<file path="config.mk">
export PLATFORM = sky130hd
export DESIGN_NAME = multicycle_sequencer
export DESIGN_NICKNAME = d
export VERILOG_FILES = /design/src/rtl/multicycle_sequencer.sv
export SDC_FILE = /design/constraint.sdc
export NUM_CORES = 1
export LEC_CHECK = 0
export CORE_UTILIZATION = 52
export CTS_CLUSTER_DIAMETER = 150
export DETAILED_ROUTE_END_ITERATION = 6
export PLACE_DENSITY = 0.84
export SETUP_SLACK_MARGIN = 0.3
export SKIP_CTS_REPAIR_TIMING = 1
export SLEW_MARGIN = 20
export SYNTH_ARGS = -nofsm -noshare
export SYNTH_HDL_FRONTEND = slang
export SYNTH_SLANG_ARGS = --single-unit
</file>
<file path="constraint.sdc">
create_clock -name clk -period 8.78 [get_ports clk]
set_input_delay 0.878 -clock clk [delete_from_list [all_inputs] [get_ports clk]]
set_output_delay 0.878 -clock clk [all_outputs]
set_load 0.05 [all_outputs]
</file>
<file path="src/rtl/multicycle_sequencer.sv">
// Multi-cycle RV32I sequencer: owns pc/instr and walks each instruction through
// FETCH, DECODE, EXECUTE, MEM and WRITEBACK using decoder flags and the ALU result.
module multicycle_sequencer #(
    parameter logic [31:0] RESET_PC = 32'h0000_0000
) (
    input  logic        clk,
    input  logic        rst_n,
    output logic        imem_req,
    output logic [31:0] imem_addr,
    input  logic        imem_ready,
    input  logic [31:0] imem_rdata,
    output logic [31:0] instr,
    input  logic        dec_mem_read,
    input  logic        dec_mem_write,
    input  logic        dec_reg_write,
    input  logic        dec_is_jal,
    input  logic        dec_is_jalr,
    input  logic [31:0] dec_imm_j,
    input  logic [31:0] alu_result,
    output logic        dmem_req,
    output logic        dmem_we,
    output logic [31:0] dmem_addr,
    input  logic        dmem_ready,
    output logic        rf_we,
    output logic [1:0]  wb_src,
    output logic [31:0] link_addr,
    output logic [31:0] pc,
    output logic [2:0]  state,
    output logic        fault,
    output logic [31:0] instret
);

    typedef enum logic [2:0] {
        S_FETCH     = 3'd0,
        S_DECODE    = 3'd1,
        S_EXECUTE   = 3'd2,
        S_MEM       = 3'd3,
        S_WRITEBACK = 3'd4,
        S_HALT      = 3'd5
    } state_t;

    state_t      state_q, state_d;
    logic [31:0] pc_q, pc_d;
    logic [31:0] instr_q, instr_d;
    logic [31:0] npc_q, npc_d;
    logic [31:0] daddr_q, daddr_d;
    logic [31:0] instret_q, instret_d;
    logic        load_q, load_d;
    logic        store_q, store_d;
    logic        link_q, link_d;
    logic        fault_q, fault_d;

    logic        exec_nop;
    logic        exec_link;
    logic        exec_load;
    logic        exec_store;
    logic        exec_rw;
    logic [31:0] exec_npc;

    // An all-zero instruction word overrides whatever the decoder reports.
    always_comb begin
        exec_nop   = (instr_q == 32'h0);
        exec_link  = !exec_nop && (dec_is_jal || dec_is_jalr);
        exec_load  = !exec_nop && dec_mem_read;
        exec_store = !exec_nop && dec_mem_write;
        exec_rw    = !exec_nop && dec_reg_write;
        if (exec_nop) begin
            exec_npc = pc_q + 32'd4;
        end else if (dec_is_jal) begin
            exec_npc = pc_q + dec_imm_j;
        end else if (dec_is_jalr) begin
            exec_npc = {alu_result[31:1], 1'b0};
        end else begin
            exec_npc = pc_q + 32'd4;
        end
    end

    always_comb begin
        state_d   = state_q;
        pc_d      = pc_q;
        instr_d   = instr_q;
        npc_d     = npc_q;
        daddr_d   = daddr_q;
        instret_d = instret_q;
        load_d    = load_q;
        store_d   = store_q;
        link_d    = link_q;
        fault_d   = fault_q;
        imem_req  = 1'b0;
        dmem_req  = 1'b0;
        dmem_we   = 1'b0;
        rf_we     = 1'b0;
        wb_src    = 2'd0;

        case (state_q)
            S_FETCH: begin
                imem_req = 1'b1;
                if (imem_ready) begin
                    instr_d = imem_rdata;
                    state_d = S_DECODE;
                end
            end
            S_DECODE: begin
                state_d = S_EXECUTE;
            end
            S_EXECUTE: begin
                npc_d   = exec_npc;
                daddr_d = alu_result;
                load_d  = exec_load;
                store_d = exec_store;
                link_d  = exec_link;
                if (exec_link && exec_npc[1]) begin
                    fault_d = 1'b1;
                    state_d = S_HALT;
                end else if (exec_load || exec_store) begin
                    state_d = S_MEM;
                end else if (exec_rw || exec_link) begin
                    state_d = S_WRITEBACK;
                end else begin
                    pc_d      = exec_npc;
                    instret_d = instret_q + 32'd1;
                    state_d   = S_FETCH;
                end
            end
            S_MEM: begin
                dmem_req = 1'b1;
                dmem_we  = store_q;
                if (dmem_ready) begin
                    if (store_q) begin
                        pc_d      = npc_q;
                        instret_d = instret_q + 32'd1;
                        state_d   = S_FETCH;
                    end else begin
                        state_d = S_WRITEBACK;
                    end
                end
            end
            S_WRITEBACK: begin
                rf_we     = 1'b1;
                wb_src    = link_q ? 2'd2 : (load_q ? 2'd1 : 2'd0);
                pc_d      = npc_q;
                instret_d = instret_q + 32'd1;
                state_d   = S_FETCH;
            end
            S_HALT: begin
                state_d = S_HALT;
            end
            default: begin
                state_d = S_FETCH;
            end
        endcase
    end

    always_ff @(posedge clk or negedge rst_n) begin
        if (!rst_n) begin
            state_q   <= S_FETCH;
            pc_q      <= RESET_PC;
            instr_q   <= 32'h0;
            npc_q     <= 32'h0;
            daddr_q   <= 32'h0;
            instret_q <= 32'h0;
            load_q    <= 1'b0;
            store_q   <= 1'b0;
            link_q    <= 1'b0;
            fault_q   <= 1'b0;
        end else begin
            state_q   <= state_d;
            pc_q      <= pc_d;
            instr_q   <= instr_d;
            npc_q     <= npc_d;
            daddr_q   <= daddr_d;
            instret_q <= instret_d;
            load_q    <= load_d;
            store_q   <= store_d;
            link_q    <= link_d;
            fault_q   <= fault_d;
        end
    end

    // pc only advances on retire, so pc+4 is still the link value in WRITEBACK.
    assign imem_addr = pc_q;
    assign dmem_addr = daddr_q;
    assign link_addr = pc_q + 32'd4;
    assign pc        = pc_q;
    assign instr     = instr_q;
    assign state     = state_q;
    assign fault     = fault_q;
    assign instret   = instret_q;

endmodule

</file>
==> results.json <==
{
  "cp_data_required_time_ps": 7900,
  "intPower_mw": 2.886,
  "routed_wl_mm": 33.38,
  "drive_gt1_share_pct": 7.188,
  "finalCritPeriodShare_pct": 49.66,
  "finalSetupViolCount": 0,
  "fillCellCount": 1560,
  "arrival_ps": 3480,
  "dp_hpwl_mm": 24.25,
  "synth_nets": 1321,
  "final_util_pct": 71.33,
  "pwr-share-comb_pct": 65.0,
  "grt_setup_unrepaired": "false",
  "slew_headroom_pct": 31.89,
  "place_area_um2": 13270,
  "synth_edf_count": 0,
  "worstSetupStartpointType": "flop",
  "clk_path_buf_depth": 2,
  "dieArea_um2": 20310,
  "ios": 307,
  "clk_pin_slew_ps": 70,
  "maxCapViolations": 0,
  "drc_errors": 0,
  "critPathKind": "flop to output pin",
  "coreArea_um2": 19400,
  "switching_share_pct": 54.01,
  "finalNonFillerCells": 1698,
  "ys_top_cells_by_count": "nand2_1, dfrtp_1, nor2_1",
  "startpoint": "imem_addr[2]",
  "rows": 51,
  "cp-end-kind": "output pin",
  "htreeDepth": 4,
  "ant_nets": 0,
  "power_frac_seq_pct": 23.4,
  "cts_made_buffers": 17,
  "worstSkewPairLatency_ps": 440,
  "ys_ff_latch": 167,
  "preCtsSetupSlack_ps": 4423,
  "grt_start_max_net_pins": 93,
  "die_h_um": 142.5,
  "p_switching_mw": 3.389,
  "yosys.area.top_type": "dfrtp_1",
  "clockPowerShare_pct": 11.6,
  "fin_ws_ps": 4420,
  "status": "finished clean",
  "cts-root-buf": "clkbuf_16",
  "grt-ovfl-total": 0,
  "placed_cells": 1666,
  "grt_pass1_wl_mm": 51.47,
  "grt_use_total_pct": 33.09,
  "synthFlopType": "dfrtp_1",
  "post_synth.cell_area_avg_um2": 8.687,
  "finalSetupTns_ps": 0,
  "min_period_ps": 4360,
  "syn_area_um2": 10270,
  "clock-sinks": 167,
  "vias": 9996,
  "antenna_cells": 0,
  "start_util_pct": 52.93,
  "firstDrtPassIters": 7,
  "hold_class": "flop to flop",
  "power_density_nw_per_um2": 453.5,
  "grt_pass1_vias": 9414,
  "fin_skew_ps": 9.770,
  "viasPerCell": 5.887,
  "cp_max_fo": 9,
  "seq_area_frac_synth_pct": 40.70,
  "yosysMostFrequentCell": "nand2_1",
  "tritoncts": "built",
  "fmax_mhz": 229.3,
  "gp_congestion": 0.9334,
  "dieWidth_um": 142.5,
  "drv_slew": 0,
  "tightest_slew_ps": 1022,
  "worstHoldStart": "dmem_addr[26]",
  "hold_viol": 0,
  "antenna_found_initial": 0,
  "ir_worst_vdd_uv": 344.3,
  "port_buffers": 306,
  "multi_input_area_um2": 5550,
  "regArea_um2": 4179,
  "p_leak_nw": 5.912,
  "yosysWarnings": 0,
  "synthCells": 1182,
  "synthDistinctLibCells": 76,
  "stdcell_area_um2": 13840,
  "rr_startpoint": "state[0]",
  "yosys.area.top_type_share_pct": 40.70,
  "areaGrowthSynthToFinish_pct": 34.75,
  "drt_iter0_drc": 1091,
  "synthArstFlopShare_pct": 100.0,
  "wire_per_inst_um": 19.66,
  "yosys-top-cells-area": "dfrtp_1, nand2_1, xnor2_1",
  "nets": 1559
}
-- cells in the final DEF, fill, tap and decap left out, types with 4 or more instances in the layout --
master	count
o22ai_1	12
o21a_1	15
xnor2_1	58
a21o_1	20
clkdlybuf4s50_1	305
ha_1	33
o21ai_1	6
o221ai_1	7
inv_1	19
a21oi_1	71
mux2i_1	5
o21ai_0	63
nand4_1	20
nor3_1	15
and4_1	7
xor2_1	25
nor4_1	12
a211oi_1	10
o31ai_1	5
nand3_1	38
nand2_1	244
dfrtp_1	167
or3_1	5
o211ai_1	13
buf_4	8
o21bai_1	4
and2_1	7
a31oi_1	5
and3_1	18
mux2_2	35
nor2_1	77
inv_6	5
a22oi_1	5
clkbuf_16	17
nor2b_1	6
-- power by group through the flow --
stage | Combinational, mW | Sequential [mW] | Clock (mW)
4_1_cts | 4.07 | 1.46 | 0.736
2_1_floorplan | 2.11 | 2.19 | 0
5_1_grt | 4.32 | 1.51 | 0.767
6_report | 4.08 | 1.47 | 0.726
3_5_place_dp | 4.05 | 1.47 | 0
3_3_place_gp | 3.99 | 1.46 | 0
-- per-layer routing --
layer | part of all wire [%] | GRT usage, % | vias up
met2 | 48 | 54.88 | 592
met5 | 0 | 0 | -
met3 | 11 | 6.157 | 79
li1 | - | - | 4586
met4 | 2.7 | 11.49 | 0
met1 | 39 | 43.30 | 4739
-- final cells by class --
type | instances | area share, %
multi-input cells | 899 | 40.11
well taps | 265 | 2.396
flip-flops and latches | 167 | 30.20
inverters | 20 | 0.5425
repair buffers | 315 | 22.66
clock inverters | 15 | 1.013
clock buffers | 17 | 3.074
-- logic make-up after synthesis --
kind of cell    share of synthesized area (%)
compound gates                          16.68
xor+xnor                                7.079
fa+ha+maj                               4.216
buf+inv                                 5.617
flops                                   40.70
mux                                     4.326
simple gates                            21.38
-- sequential cells by signal, summed over array words and instances (netlist names) --
signal and count:
fault 1, instret 32, dmem_addr 32, store_q 1, state 3, link_q 1, instr 32, npc_q 32
imem_addr 32, load_q 1
-- worst paths after layout --
path	end	slack [ps]	cells past startpoint
max	link_addr[21]	4420	6
min	dmem_addr[26]	470	2
max reg2reg	instret[30]	5400	8
min reg2reg	dmem_addr[26]	470	2
max in group asynchronous	instret[30]	7010	2
min in group asynchronous	dmem_addr[22]	490	1
-- through the flow --
| step | hold slack, ps | total power [mW] |
|---|---|---|
| 2_1_floorplan | 441.8 | 4.291 |
| 3_3_place_gp | 456.4 | 5.446 |
| 3_5_place_dp | 461.8 | 5.521 |
| 4_1_cts | 478.0 | 6.261 |
| 5_1_grt | 493.2 | 6.594 |
| 6_report | 473.4 | 6.275 |
-- worst max-delay path, stage by stage, from the launching register on --
cell and delay (ps):
dfrtp_1 540, and4_1 280, nand3_1 210, nor3_2 510, and3_1 250, xor2_1 370, clkdlybuf4s50_1 890
Power figures use the tool's default switching activity.
